## src/rtl/recv_ctrl.sv

```systemverilog
// UART 8N1 receiver with an in-order ID string matcher ("hitsz2024311278").
// Each correctly framed byte is presented on rx_data with a 1-cycle rx_valid
// strobe; a low stop bit raises a 1-cycle frame_err and discards the byte.
module recv_ctrl #(
  parameter int unsigned CYCLES_PER_BIT = 10416
) (
  input  logic       clk,
  input  logic       rst,
  input  logic       uart_rx,
  output logic [7:0] rx_data,
  output logic       rx_valid,
  output logic       frame_err,
  output logic       match,
  output logic [3:0] char_cnt
);

  localparam int unsigned CNT_W = (CYCLES_PER_BIT > 2) ? $clog2(CYCLES_PER_BIT) : 1;
  localparam logic [CNT_W-1:0] BIT_LAST = CNT_W'(CYCLES_PER_BIT - 1);
  localparam logic [CNT_W-1:0] BIT_HALF = CNT_W'(CYCLES_PER_BIT / 2 - 1);
  localparam logic [3:0]       PTR_LAST = 4'd14;

  typedef enum logic [1:0] {
    S_IDLE,
    S_START,
    S_DATA,
    S_STOP
  } state_t;

  // synchroniser / edge detect
  logic r_sync1, r_sync2, r_sync3;
  logic w_line, w_fall;

  // receiver state
  state_t           r_state, w_state_nxt;
  logic [CNT_W-1:0] r_bit_cnt, w_bit_cnt_nxt;
  logic [2:0]       r_bit_idx, w_bit_idx_nxt;
  logic [7:0]       r_shift, w_shift_nxt;
  logic [7:0]       r_rx_data, w_rx_data_nxt;
  logic             r_rx_valid, w_rx_valid_nxt;
  logic             r_frame_err, w_frame_err_nxt;

  // string matcher
  logic [3:0] r_ptr, w_ptr_nxt;
  logic       r_match, w_match_nxt;
  logic [7:0] w_rom_char;

  assign w_line = r_sync2;
  assign w_fall = r_sync3 & ~r_sync2;

  // Two-flop synchroniser plus one history flop for falling-edge detection.
  always_ff @(posedge clk or negedge rst) begin
    if (!rst) begin
      r_sync1 <= 1'b1;
      r_sync2 <= 1'b1;
      r_sync3 <= 1'b1;
    end else begin
      r_sync1 <= uart_rx;
      r_sync2 <= r_sync1;
      r_sync3 <= r_sync2;
    end
  end

  // Receiver state and datapath registers.
  always_ff @(posedge clk or negedge rst) begin
    if (!rst) begin
      r_state     <= S_IDLE;
      r_bit_cnt   <= '0;
      r_bit_idx   <= '0;
      r_shift     <= '0;
      r_rx_data   <= '0;
      r_rx_valid  <= 1'b0;
      r_frame_err <= 1'b0;
    end else begin
      r_state     <= w_state_nxt;
      r_bit_cnt   <= w_bit_cnt_nxt;
      r_bit_idx   <= w_bit_idx_nxt;
      r_shift     <= w_shift_nxt;
      r_rx_data   <= w_rx_data_nxt;
      r_rx_valid  <= w_rx_valid_nxt;
      r_frame_err <= w_frame_err_nxt;
    end
  end

  // Receiver next-state: every sample is taken at the middle of its bit.
  always_comb begin
    w_state_nxt     = r_state;
    w_bit_cnt_nxt   = r_bit_cnt;
    w_bit_idx_nxt   = r_bit_idx;
    w_shift_nxt     = r_shift;
    w_rx_data_nxt   = r_rx_data;
    w_rx_valid_nxt  = 1'b0;
    w_frame_err_nxt = 1'b0;
    unique case (r_state)
      S_IDLE: begin
        if (w_fall) begin
          w_state_nxt   = S_START;
          w_bit_cnt_nxt = '0;
        end
      end
      S_START: begin
        if (r_bit_cnt == BIT_HALF) begin
          if (w_line) begin
            w_state_nxt = S_IDLE;
          end else begin
            w_state_nxt   = S_DATA;
            w_bit_cnt_nxt = '0;
            w_bit_idx_nxt = '0;
          end
        end else begin
          w_bit_cnt_nxt = r_bit_cnt + 1'b1;
        end
      end
      S_DATA: begin
        if (r_bit_cnt == BIT_LAST) begin
          w_shift_nxt[r_bit_idx] = w_line;
          w_bit_cnt_nxt          = '0;
          if (r_bit_idx == 3'd7) begin
            w_state_nxt = S_STOP;
          end else begin
            w_bit_idx_nxt = r_bit_idx + 1'b1;
          end
        end else begin
          w_bit_cnt_nxt = r_bit_cnt + 1'b1;
        end
      end
      S_STOP: begin
        // Leave at stop-bit mid so a back-to-back start edge is not missed.
        if (r_bit_cnt == BIT_LAST) begin
          w_state_nxt   = S_IDLE;
          w_bit_cnt_nxt = '0;
          if (w_line) begin
            w_rx_data_nxt  = r_shift;
            w_rx_valid_nxt = 1'b1;
          end else begin
            w_frame_err_nxt = 1'b1;
          end
        end else begin
          w_bit_cnt_nxt = r_bit_cnt + 1'b1;
        end
      end
      default: begin
        w_state_nxt = S_IDLE;
      end
    endcase
  end

  // ID string ROM indexed by the match pointer.
  always_comb begin
    w_rom_char = 8'h00;
    unique case (r_ptr)
      4'd0:    w_rom_char = 8'h68; // h
      4'd1:    w_rom_char = 8'h69; // i
      4'd2:    w_rom_char = 8'h74; // t
      4'd3:    w_rom_char = 8'h73; // s
      4'd4:    w_rom_char = 8'h7A; // z
      4'd5:    w_rom_char = 8'h32; // 2
      4'd6:    w_rom_char = 8'h30; // 0
      4'd7:    w_rom_char = 8'h32; // 2
      4'd8:    w_rom_char = 8'h34; // 4
      4'd9:    w_rom_char = 8'h33; // 3
      4'd10:   w_rom_char = 8'h31; // 1
      4'd11:   w_rom_char = 8'h31; // 1
      4'd12:   w_rom_char = 8'h32; // 2
      4'd13:   w_rom_char = 8'h37; // 7
      4'd14:   w_rom_char = 8'h38; // 8
      default: w_rom_char = 8'h00;
    endcase
  end

  // Matcher next-state: advances only on a valid byte; 'h' is unique so it restarts at 1.
  always_comb begin
    w_ptr_nxt   = r_ptr;
    w_match_nxt = 1'b0;
    if (r_frame_err) begin
      w_ptr_nxt = '0;
    end else if (r_rx_valid) begin
      if (r_rx_data == w_rom_char) begin
        if (r_ptr == PTR_LAST) begin
          w_ptr_nxt   = '0;
          w_match_nxt = 1'b1;
        end else begin
          w_ptr_nxt = r_ptr + 4'd1;
        end
      end else if (r_rx_data == 8'h68) begin
        w_ptr_nxt = 4'd1;
      end else begin
        w_ptr_nxt = '0;
      end
    end
  end

  // Matcher registers.
  always_ff @(posedge clk or negedge rst) begin
    if (!rst) begin
      r_ptr   <= '0;
      r_match <= 1'b0;
    end else begin
      r_ptr   <= w_ptr_nxt;
      r_match <= w_match_nxt;
    end
  end

  assign rx_data   = r_rx_data;
  assign rx_valid  = r_rx_valid;
  assign frame_err = r_frame_err;
  assign match     = r_match;
  assign char_cnt  = r_ptr;

endmodule

```

## config.mk

```make
export PLATFORM = sky130hd
export DESIGN_NAME = recv_ctrl
export DESIGN_NICKNAME = d
export VERILOG_FILES = /design/src/rtl/recv_ctrl.sv
export SDC_FILE = /design/constraint.sdc
export NUM_CORES = 1
export LEC_CHECK = 0
export ABC_AREA = 1
export CAP_MARGIN = 20
export CORE_ASPECT_RATIO = 1.25
export CORE_UTILIZATION = 50
export CTS_BUF_LIST = sky130_fd_sc_hd__clkbuf_4
export DETAILED_ROUTE_END_ITERATION = 7
export GPL_ROUTABILITY_DRIVEN = 0
export GPL_TIMING_DRIVEN = 0
export PLACE_DENSITY = 0.7
export REMOVE_ABC_BUFFERS = 1
export SLEW_MARGIN = 20
export SYNTH_ARGS = -nofsm -noshare
export SYNTH_HDL_FRONTEND = slang
export SYNTH_SLANG_ARGS = --single-unit
```

## constraint.sdc

```tcl
create_clock -name clk -period 2.2 [get_ports clk]
set_input_delay 0.44 -clock clk [delete_from_list [all_inputs] [get_ports clk]]
set_output_delay 0.44 -clock clk [all_outputs]
set_load 0.005 [all_outputs]
```

# Yosys cells after proc, flatten, opt, wreduce, memory -nomap -nowiden
# Memory sizes are Yosys's and may differ from the RTL's.
# Index checks and enable logic that the tools add are counted.
# op_classes
order_cmp	2
addsub	3
n_mul	0
shifts	0
div	0
bitwise_logic	2
n_eq_ne	17
n_mux	35
reduce_logical	10
# ops
op	n
14-bit 2-to-1 mux	4
14-bit case mux with 3 select lines	1
4-bit 2-to-1 mux	4
14-bit by 1-bit adder with 14-bit output (second input constant)	1
14-bit by 13-bit equality test with 1-bit output (second input constant)	1
14-bit equality test (second input constant)	1
2-bit inequality test (second input constant)	7
1-bit 2-to-1 mux	12
2-bit 2-to-1 mux	6
3-bit 2-to-1 mux	4
5-bit AND reduction	2
8-bit bitwise mux	1
8-bit by 7-bit equality test with 1-bit output (second input constant)	1
8-bit equality test	1
2-bit case mux with 4 select lines	1
3-bit case mux with 2 select lines	1
4-bit by 1-bit adder with 4-bit output (second input constant)	1
2-bit equality test (second input constant)	2
4-bit equality test (second input constant)	1
3-bit by 4-bit less-than comparator with 1-bit output (second input constant)	1
2-bit AND reduction	2
2-bit nonzero test	2
3-bit by 1-bit adder with 3-bit output (second input constant)	1
1-bit demux with 3-bit select	1
10 further kinds	10
# word_totals
latchBits	0
elab_cells	82
mem_count	1
ramBits	0
output_inout_bits	15
regBits	45
romBits	112
# mem_list
memory	depth	word_bits	read_ports	rd_clocked_by_memory_dff	wr	line_no	source
(no name shown)	16	7	1	0	0	150	unique case (r_ptr)

# Longest topological paths before layout
# Gate-level depths: netlist of run 1.
# depth
word_depth	5
mapped_depth	13
depth_no_buf	12

# Worst setup path before layout of run 1
# Ideal clock, no wire load.
# synth_timing
kind	register -> register
start	register r_bit_cnt[0]
end	register r_bit_cnt[1]
stages_incl_launch_ff	9
period_less_slack_ns	1.580
path_buffers	1
required_ns	2.079
slack_ns	0.620
arrival_ns	1.459
cell_sequence	dfrtp_1 ha_1 nand3_1 nor4_2 nand2_1 nand2_1 nand2_2 buf_6 a22o_1
# synth_via
elab_chain_cells	3
# synth_lines
item	line_no	source
start, declared	35	logic [CNT_W-1:0] r_bit_cnt, w_bit_cnt_nxt;
start signal, assigned	75	r_bit_cnt <= w_bit_cnt_nxt;
14-bit by 1-bit adder with 14-bit output (tied with other cells)	110, 123, 138	
14-bit 2-to-1 mux (tied with other cells)	114, 128	
14-bit case mux with 3 select lines / 2-bit AND reduction (equally long branches)	-	
# Several ways; a longest one is shown, not always the timed one.
# A chain may end at the register's enable or synchronous reset.

# Worst setup path after layout of run 1
# layout_timing
start	register r_ptr[1], in the netlist char_cnt[1]
end	output port char_cnt[1]
# layout_rtl
item	line_no	source
start, declared	43	logic [3:0] r_ptr, w_ptr_nxt;
start signal, assigned	198	r_ptr <= w_ptr_nxt;
end, declared	14	output logic [3:0] char_cnt
# No word-level cell between the ends.

==> results of run 1 <==
[stage by stage]
stage | area (um^2) | hold WS, ns
2_1_floorplan | 2482 | 0.1444
3_3_place_gp | 2728 | 0.3468
3_5_place_dp | 2743 | 0.3479
4_1_cts | 2831 | 0.3671
5_1_grt | 2831 | 0.3678
6_report | 2831 | 0.3645
[final cells by class]
class	instances	area, um^2
Clock buffer	5	37.54
Clock inverter	3	41.29
Fill cell	462	1968
Inverter	42	162.7
Multi-Input combinational cell	243	1190
Sequential cell	45	1130
Tap cell	60	75.07
Timing Repair Buffer	19	195.2
[per-layer routing]
| metal | share of wire | wire (um) | global-route usage | vias up |
|---|---|---|---|---|
| met2 | 0.51 | 2595 | 0.3806 | 34 |
| met4 | 0.022 | 112 | 0.09130 | 0 |
| li1 | - | - | - | 1139 |
| met3 | 0.022 | 114 | 0.03750 | 10 |
| met1 | 0.45 | 2273 | 0.2476 | 1008 |
| met5 | 0 | 0 | 0 | - |
[kinds of logic (layout without fill, tap and decap cells)]
kind of cell / count (synthesis) / after routing / share of synthesized area
simple gates: 190 / 190 / 0.3419
buf+inv: 50 / 69 / 0.08670
compound gates: 47 / 47 / 0.1015
flops: 45 / 45 / 0.4448
fa+ha+maj: 3 / 3 / 0.01478
xor+xnor: 3 / 3 / 0.01035
[power groups by stage]
stage	combinational [uW]	clock, uW	sequential, uW
2_1_floorplan	341	0	979
3_3_place_gp	440	0	998
3_5_place_dp	449	0	1000
4_1_cts	453	520	984
5_1_grt	513	544	996
6_report	448	503	984
[cells in the mapped netlist (all sizes together) (2+ instances only)]
cell type	instances	share of area
nand2	103	0.16
dfrtp	42	0.41
inv	40	0.059
nor2	34	0.054
o21ai	34	0.068
nand3	30	0.063
nand4	8	0.026
buf	7	0.021
nor4	7	0.022
a21oi	6	0.012
dfstp	3	0.031
ha	3	0.015
nor3	3	0.0059
xor2	3	0.010
a21boi	2	0.0059
clkinv	2	0.0049
nand3b	2	0.0059
[state kept, by name (all words and copies together), names as in the netlist, named ones only]
| name | cells |
|---|---|
| char_cnt | 4 |
| r_sync2 | 1 |
| r_sync3 | 1 |
| r_sync1 | 1 |
| r_bit_idx | 3 |
| r_state | 1 |
| rx_data | 8 |
| r_shift | 8 |
| match | 1 |
| rx_valid | 1 |
| r_bit_cnt | 14 |
| frame_err | 1 |
[path summary, 6_finish.rpt]
path / from / end / cells after the start
min in group asynchronous: rst / match / 2
max in group asynchronous: rst / r_sync2 / 3
min reg2reg: r_sync1 / r_sync2 / 0
max reg2reg: r_bit_cnt[0] / register / 10
max: char_cnt[1] / char_cnt[1] / 1
min: r_sync1 / r_sync2 / 0
==> metrics.md, run 1 <==
| Metric | Value |
|---|---|
| Vias | `2,191` |
| Setup Buffers After CTS | `0` |
| IO Pins | `18` |
| Grt total ovfl | `0` |
| CTS tree | `yes` |
| Worst IR Drop VDD | `688.9 uV` |
| Vias in the first global route | `2,034` |
| Clk pwr share | `0.260` |
| Critical Path AT | `1.55 ns` |
| Die area | `5371 um^2` |
| Max H-tree Level | `2` |
| GRT Overall Usage | `0.2131` |
| Max-slew violations | `0` |
| Fin util | `0.5899` |
| Clk Tree Root Cell | `clkbuf_4` |
| Layout cell share with drive strength beyond 1 | `0.1120` |
| Synth Instances | `338` |
| Unrepaired setup endpoints after global routing | `false` |
| Commonest cells after routing, fill and taps aside | `nand2_1, dfrtp_1, nor2_1` |
| CTS clk-pin slew, worst paths | `0.13 ns` |
| Largest net degree at the start of global routing | `32` |
| Crit path required time | `1.76 ns` |
| Most common cell after layout, fill and taps aside | `nand2_1` |
| I/O Buffers | `17` |
| Die Wd | `65.75 um` |
| Final worst-path cycle share | `0.9051` |
| DRT iter0 DRCs | `120` |
| Latest clock arrival within the worst-skew pair | `0.36 ns` |
| Antenna Cells | `0` |
| Die height | `81.69 um` |
| Inserted Clock Buffers | `5` |
| Post-DP HPWL | `3.836 mm` |
| Max Fclk | `502.2 MHz` |
| Post-route ant nets | `0` |
| Pwr Total | `1935 uW` |
| DR vias/cell | `5.254` |
| Top_reg_cell synth | `dfrtp_1` |
| Synth Warn # | `0` |
| Synth Register Bits | `45` |
| CP max FO | `13` |
| LEAKAGE | `0.001318 uW` |
| Max transition margin | `0.6998` |
| Critical-path cell list | `clkdlybuf4s50_1` |
| Final WS setup | `0.2087 ns` |
| Finished Layout Cells | `417` |
| Fin crit period | `1.991 ns` |
| Worst hold path type | `reg2reg` |
| Psw | `672.4 uW` |
| Distinct cells, synth | `38` |
| Max Cap Viol | `0` |
| Slowest cell on crit path | `dfrtp_1` |
| Crit Path Class | `reg2out` |
| Mapped Area | `2540 um^2` |
| Area grow syn2layout | `11.48%` |
| Ys async rst share | `1.000` |
| Initial antenna violation count | `0` |
| Mean Syn Cell Area | `7.515 um^2` |
| CP delay by family, top | `flip-flops` |
| Reg2Reg Setup Slack | `approximately 0.24 ns` |
| Pre-CTS setup slack | `between 0.2 and 0.3 ns` |
| Crit end category | `output pin` |
| Post-route setup TNS | `0 ns` |
| Initial Utilization | `0.5292` |
| Cts hold-fix bufs | `1` |
| CP max stage delay | `0.62 ns` |
| Combinational power share | `0.231` |
| Per-cell routed wire length | `12.22 um` |
| First-pass GRT wire length | `approximately 9 mm` |
| DRC violations left | `0` |
| Slew of the pin with the lowest slew margin | `about 0.45 ns` |
| PwrDens | `683.4 nW/um^2` |
| Post-CTS Resized | `0` |
| Setup violations, final | `0` |
| Max clock buf depth | `2` |
| Switching share of power | `0.3475` |
| Core area | `4800 um^2` |
| Clock Sinks | `45` |
| Register area share after synthesis | `0.4448` |
| Hold Vio Cnt, Final | `0` |
| Status | `finished, final reports clean` |
| Setup Skew | `between 0.005 and 0.006 ns` |
| Buf+Inv Stages, Crit Path | `1` |
| Post-synth EDFFs | `0` |
| WL final | `5.096 mm` |
| DRT Pass-1 Iters | `4` |
| Placed Cells | `408` |
| Fin nets | `362` |
| Sequential share of power | `0.509` |
| CP Launch Type | `register` |
| Pint | `1263 uW` |
| Rows | `28` |
Note: power is estimated with default switching activity, not from simulation.
==> run 2, diff against run 1 <==
- ABC_AREA: 1 -> unset
- GPL_ROUTABILITY_DRIVEN: 0 -> unset
- PLACE_DENSITY: 0.7 -> 0.69
- SLEW_MARGIN: 20 -> unset
==> run 2 against run 1 <==
Compared with the run above:
- clock-buffer cell count is the same
- flip-flop and latch count unchanged
- combinational power down 24%
- critical endpoint is now r_shift[5]
==> metrics.md, run 2 <==
| Metric | Value |
|---|---|
| Die area | `5553 um^2` |
| Die Wd | `66.86 um` |
| Largest register FFs | `14` |
| Post-synth EDFFs | `0` |
| Commonest cells post-synth | `dfrtp_1, nand2_1, o21ai_1, mux2_1, nor2_1` |
| CP delay by family, top | `simple AND/OR/NAND/NOR gates` |
| Max clock buf depth | `2` |
| Initial Utilization | `0.5175` |
| Buf+Inv Stages, Crit Path | `0` |
| Latest clock arrival within the worst-skew pair | `between 0.3 and 0.4 ns` |
| Slew of the pin with the lowest slew margin | `0.5795 ns` |
| Setup Skew | `0.01367 ns` |
| Critical Path AT | `2.36 ns` |
| Sequential share of power | `0.554` |
| Top post-synthesis cells by area | `dfrtp_1, mux2_1, nand2_1, o21ai_1, dfstp_2` |
| Fin nets | `286` |
| Status | `finished, final reports clean` |
| Max H-tree Level | `2` |
| Clock Sinks | `45` |
| Grt total ovfl | `0` |
| Rows | `29` |
| Register area share after synthesis | `0.4298` |
| Gp weighted congestion | `0.8499` |
| Initial antenna violation count | `0` |
| CTS tree | `yes` |
| Ys async rst share | `1.000` |
| Hold slack | `0.3662 ns` |
| Fin crit period | `roughly 2.1 ns` |
| Worst hold path type | `reg2reg` |
| Max Fclk | `around 480 MHz` |
| Core area | `5080 um^2` |
| Synth top area share | `0.3998` |
| Most common cell after layout, fill and taps aside | `dfrtp_1` |
| Largest Register | `r_bit_cnt` |
| Pint | `1143 uW` |
| Inserted Clock Buffers | `5` |
| PwrDens | `587.5 nW/um^2` |
| Antenna Cells | `0` |
| Clk pwr share | `0.246` |
| First-pass GRT wire length | `8.707 mm` |
| Vias in the first global route | `1,882` |
| Largest net degree at the start of global routing | `between 40 and 50` |
| Combinational power share | `0.201` |
| Mapped Area | `roughly 2600 um^2` |
| Commonest cells after routing, fill and taps aside | `dfrtp_1, nand2_1, o21ai_1` |
| DR vias/cell | `around 6` |
| Post-synth top area cell | `dfrtp_1` |
| Pre-CTS setup slack | `-0.06502 ns` |
| Top-count cell post-synth | `dfrtp_1` |
| Crit path required time | `2.47 ns` |
| Final WS setup | `0.1161 ns` |
| IO Pins | `18` |
| Post-route ant nets | `0` |
| Critical-path cell list | `ha_1, nand3_1, and4b_2, nand4b_2, nor3b_1, mux2_1` |
| Post-DP HPWL | `about 3.4 mm` |
| Synth Warn # | `0` |
| CP max stage delay | `0.43 ns` |
| Fill count | `479` |
| Clk Tree Root Cell | `clkbuf_4` |
| Pwr Total | `roughly 1700 uW` |
| Final worst-path cycle share | `0.9472` |
| DRC violations left | `0` |
| GRT Overall Usage | `0.2023` |
| Area grow syn2layout | `10.09%` |
| Switching share of power | `0.3276` |
| Top_reg_cell synth | `dfrtp_1` |
| Mean Syn Cell Area | `9.700 um^2` |
| Finished Cell Area | `roughly 2900 um^2` |
| WL final | `5.045 mm` |
| DRT iter0 DRCs | `275` |
| Max Cap Viol | `0` |
| Die height | `83.07 um` |
| Slowest cell on crit path | `and4b_2` |
| Psw | `557.1 uW` |
| Synth Register Bits | `45` |
| Fin util | `0.5697` |
| CP Launch Type | `register` |
| Crit Path Class | `reg2reg` |
| Post-placement cell area | `between 2000 and 3000 um^2` |
| LEAKAGE | `~0.0012 uW` |
| Hold Vio Cnt, Final | `0` |
| Synth Instances | `271` |
| Worst IR Drop VDD | `535.7 uV` |
| Setup violations, final | `0` |
| Crit end category | `register` |
| I/O Buffers | `17` |
| Per-cell routed wire length | `approximately 15 um` |
| Layout cell share with drive strength beyond 1 | `0.1352` |
| Distinct cells, synth | `59` |
| CTS clk-pin slew, worst paths | `0.14 ns` |
| Max-slew violations | `0` |
| Vias | `2,085` |
| CP max FO | `6` |
| DRT Pass-1 Iters | `4` |
| Max transition margin | `0.6133` |
| Unrepaired setup endpoints after global routing | `false` |
==> run 2: cell types whose count changed after synthesis, sizes merged, moves of 4 or more <==
cell / delta
nand2: -72
inv: -33
nor2: -21
nand3: -19
mux2: +16
buf: +9
o31ai: +8
o21ai: -6
a21oi: +5
and3: +5
nor2b: +5
a211oi: +4
a31oi: +4
==> run 2: power by group through the flow <==
stage	registers [uW]	logic [uW]	clock network, uW
4_1_cts	940	303	437
6_report	942	341	417
3_3_place_gp	952	286	0
5_1_grt	949	384	459
3_5_place_dp	955	299	0
2_1_floorplan	938	219	0
==> run 2: layer usage <==
| layer | track usage | share of wire | up-vias |
|---|---|---|---|
| met5 | 0 | 0 | - |
| met4 | 0.06383 | 0.013 | 0 |
| met3 | 0.04121 | 0.028 | 7 |
| met2 | 0.3333 | 0.51 | 35 |
| met1 | 0.2615 | 0.45 | 1023 |
| li1 | - | - | 1020 |
==> run 2: final cells by class <==
cell class,count,area (um^2),area share
clock buffer,5,37.54,0.01297
clock inverter,3,25.02,0.008647
multi-input combinational,201,1375,0.4751
tap,62,77.57,0.02680
inverter,7,26.28,0.009079
sequential,45,1137,0.3930
timing repair buffer,20,215.2,0.07436
==> run 2: final timing paths <==
check	from	end	slack (ns)	cells past startpoint
worst max-delay path	r_bit_cnt[0]	r_shift[5]	0.12	6
worst min-delay path	r_sync1	r_sync2	0.37	0
worst max register to register	r_bit_cnt[0]	r_shift[5]	0.12	6
worst min register to register	r_sync1	r_sync2	0.37	0
max in group asynchronous	rst	r_sync2	1.30	3
min in group asynchronous	rst	rx_data[4]	0.40	2
==> run 2: stage by stage <==
step | instances | setup TNS (ns)
6_report | 343 | 0
5_1_grt | 343 | 0
4_1_cts | 342 | 0
3_5_place_dp | 333 | -0.1361
3_3_place_gp | 332 | -21.73
2_1_floorplan | 253 | 0
==> run 2: logic make-up (layout without fill, tap and decap cells) <==
logic type | after synthesis | after routing | share of synthesized area
AO/OA/AOI/OAI | 68 | 68 | 0.1690
XOR/XNOR | 4 | 4 | 0.01333
adder cells (fa/ha/maj) | 3 | 3 | 0.01428
buffers and inverters | 25 | 35 | 0.05188
flip-flops | 45 | 45 | 0.4298
multiplexers | 16 | 16 | 0.07139
AND/OR/NAND/NOR | 110 | 110 | 0.2504
==> run 2: timing repair <==
action                     4_1_cts  5_1_grt
pin swaps                        0        2
setup endpoints to repair       12       22
gates cloned                     0        0
hold buffers                     1        0
hold endpoints to repair         5        0
resized for setup                5        3
buffers inserted                 0        1
==> run 3, diff against run 2 <==
- REMOVE_ABC_BUFFERS: 1 -> unset
==> run 3 against run 2 <==
Compared with the run above:
- the flow now finishes with violations (design-rule violations)
- utilization is 2.3 points higher
- setup slack better by 0.073 ns
- routed wire length is 5.2% higher
- power is 0.27% higher
- largest power group unchanged
- highest routed layer unchanged
==> metrics.md, run 3 (synthesis results as in run 2) <==
| Metric | Value |
|---|---|
| Largest register FFs | `14` |
| Initial antenna violation count | `0` |
| Initial Utilization | `0.5175` |
| Area grow syn2layout | `14.56%` |
| LEAKAGE | `0.001321 uW` |
| First-pass GRT wire length | `8.990 mm` |
| DRC violations left | `2` |
| Max-slew violations | `0` |
| Core area | `5080 um^2` |
| Worst hold path type | `reg2reg` |
| Commonest cells after routing, fill and taps aside | `dfrtp_1, nand2_1, o21ai_1` |
| Final WS setup | `0.1891 ns` |
| CTS tree | `yes` |
| Vias in the first global route | `between 1,500 and 2,000` |
| Slew of the pin with the lowest slew margin | `0.5577 ns` |
| Worst IR Drop VDD | `608.9 uV` |
| Clock Sinks | `45` |
| Die Wd | `66.86 um` |
| CTS clk-pin slew, worst paths | `0.14 ns` |
| Largest net degree at the start of global routing | `27` |
| Max H-tree Level | `2` |
| Crit Path Class | `reg2reg` |
| Fin crit period | `slightly above 2 ns` |
| Crit path required time | `approximately 2.5 ns` |
| Gp weighted congestion | `0.8144` |
| IO Pins | `18` |
| Most common cell after layout, fill and taps aside | `dfrtp_1` |
| Vias | `between 2,000 and 2,500` |
| Hold_sp | `r_sync1` |
| Final worst-path cycle share | `0.9140` |
| GRT Overall Usage | `0.2098` |
| R2R Path Start | `r_bit_cnt[0]` |
| CP Launch Type | `register` |
| Reg2Reg Setup Slack | `0.19 ns` |
| CP max FO | `6` |
| WL final | `5.306 mm` |
| Pre-CTS setup slack | `0.1727 ns` |
| Fin util | `0.5929` |
| Die height | `83.07 um` |
| I/O Buffers | `17` |
| Latest clock arrival within the worst-skew pair | `0.36 ns` |
| Violated checks | `design-rule violations` |
| Antenna Cells | `0` |
| Hold Vio Cnt, Final | `0` |
| Post-route ant nets | `0` |
| Hold depth | `0` |
| Syn Nets | `277` |
| Crit path launch | `r_bit_cnt[0]` |
| Post-DP HPWL | `3.947 mm` |
| Fin nets | `307` |
| Reg2Reg Depth | `7` |
| Crit end category | `register` |
| Setup violations, final | `0` |
| Worst Hold End | `r_sync2` |
| Fill count | `460` |
| Rows | `29` |
| Max Cap Viol | `0` |
| DRT Pass-1 Iters | `6` |
| Finished Layout Cells | `364` |
| Unrepaired setup endpoints after global routing | `false` |
| Largest Register | `r_bit_cnt` |
| Critical Path AT | `2.27 ns` |
| Status | `complete, but fails checks` |
| DR vias/cell | `5.830` |
| Placed Cells | `351` |
| DRT iter0 DRCs | `about 120` |
| Layout cell share with drive strength beyond 1 | `0.1788` |
| Per-cell routed wire length | `14.58 um` |
| Grt total ovfl | `0` |
| Max transition margin | `0.6253` |
| Worst reg2reg endpoint | `r_shift[5]` |
| Max clock buf depth | `2` |
| Clk Tree Root Cell | `clkbuf_4` |
| Max Fclk | `497.3 MHz` |
| Die area | `5553 um^2` |
| Inserted Clock Buffers | `5` |
| Setup Skew | `slightly below 0.009 ns` |
| PwrDens | `566.1 nW/um^2` |
run 3: worst max-delay path, stage by stage (launching register included):
cell      delay, ns
dfrtp_1        0.41
ha_1           0.23
nand3_1        0.11
and4b_1        0.28
buf_6          0.14
nand4b_2       0.18
nor3b_2        0.22
mux2_1         0.34
run 3: cell type report:
type / instances / area (um^2) / share of cell area
Clock buffer: 5 / 37.54 / 0.01246
Sequential cell: 45 / 1130 / 0.3752
Buffer: 18 / 110.1 / 0.03656
Clock inverter: 3 / 21.27 / 0.007063
Timing Repair Buffer: 23 / 225.2 / 0.07478
Tap cell: 62 / 77.57 / 0.02576
Multi-Input combinational cell: 201 / 1384 / 0.4595
Inverter: 7 / 26.28 / 0.008725
run 3: power breakdown:
part	switching, uW	internal (uW)	total (uW)
Combinational	233	162	396
Sequential	42.9	868	911
Clock	272	127	398
Total	548	1160	1700
run 3: repair_timing:
action / in CTS / in global routing
setup buffers: 0 / 4
gates resized for setup: 0 / 4
endpoints found under the setup margin: 0 / 7
hold endpoints to repair: 2 / 0
hold buffers: 1 / 0
run 3: worst max path at each step:
stage / slack, ns / depth (start not counted) / end
floorplan: 0.34 / 7 / r_shift[5]
global placement: -0.50 / 1 / char_cnt[3]
detailed placement: 0.17 / 7 / r_shift[5]
CTS: 0.14 / 7 / r_bit_cnt[3]
global route: 0.02 / 8 / match
finish: 0.19 / 7 / r_shift[5]
run 3: through the flow:
stage / hold WS [ns] / TNS (ns) / instance area, um^2 / power, uW
final: 0.3653 / 0 / 3012 / 1705
after global routing: 0.3685 / 0 / 3012 / 1825
after CTS: 0.3675 / 0 / 2960 / 1699
after detailed placement: 0.3485 / 0 / 2892 / 1283
after global placement: 0.3463 / -21.11 / 2877 / 1275
after floorplan: 0.1444 / 0 / 2629 / 1182
run 3: metal layers:
metal  GRT usage  part of all wire  vias to the layer above
li1            -                 -                     1060
met2      0.3480              0.52                       38
met1      0.2683              0.43                     1012
met5           0                 0                        -
met3     0.03434             0.026                       12
met4     0.07930             0.023                        0
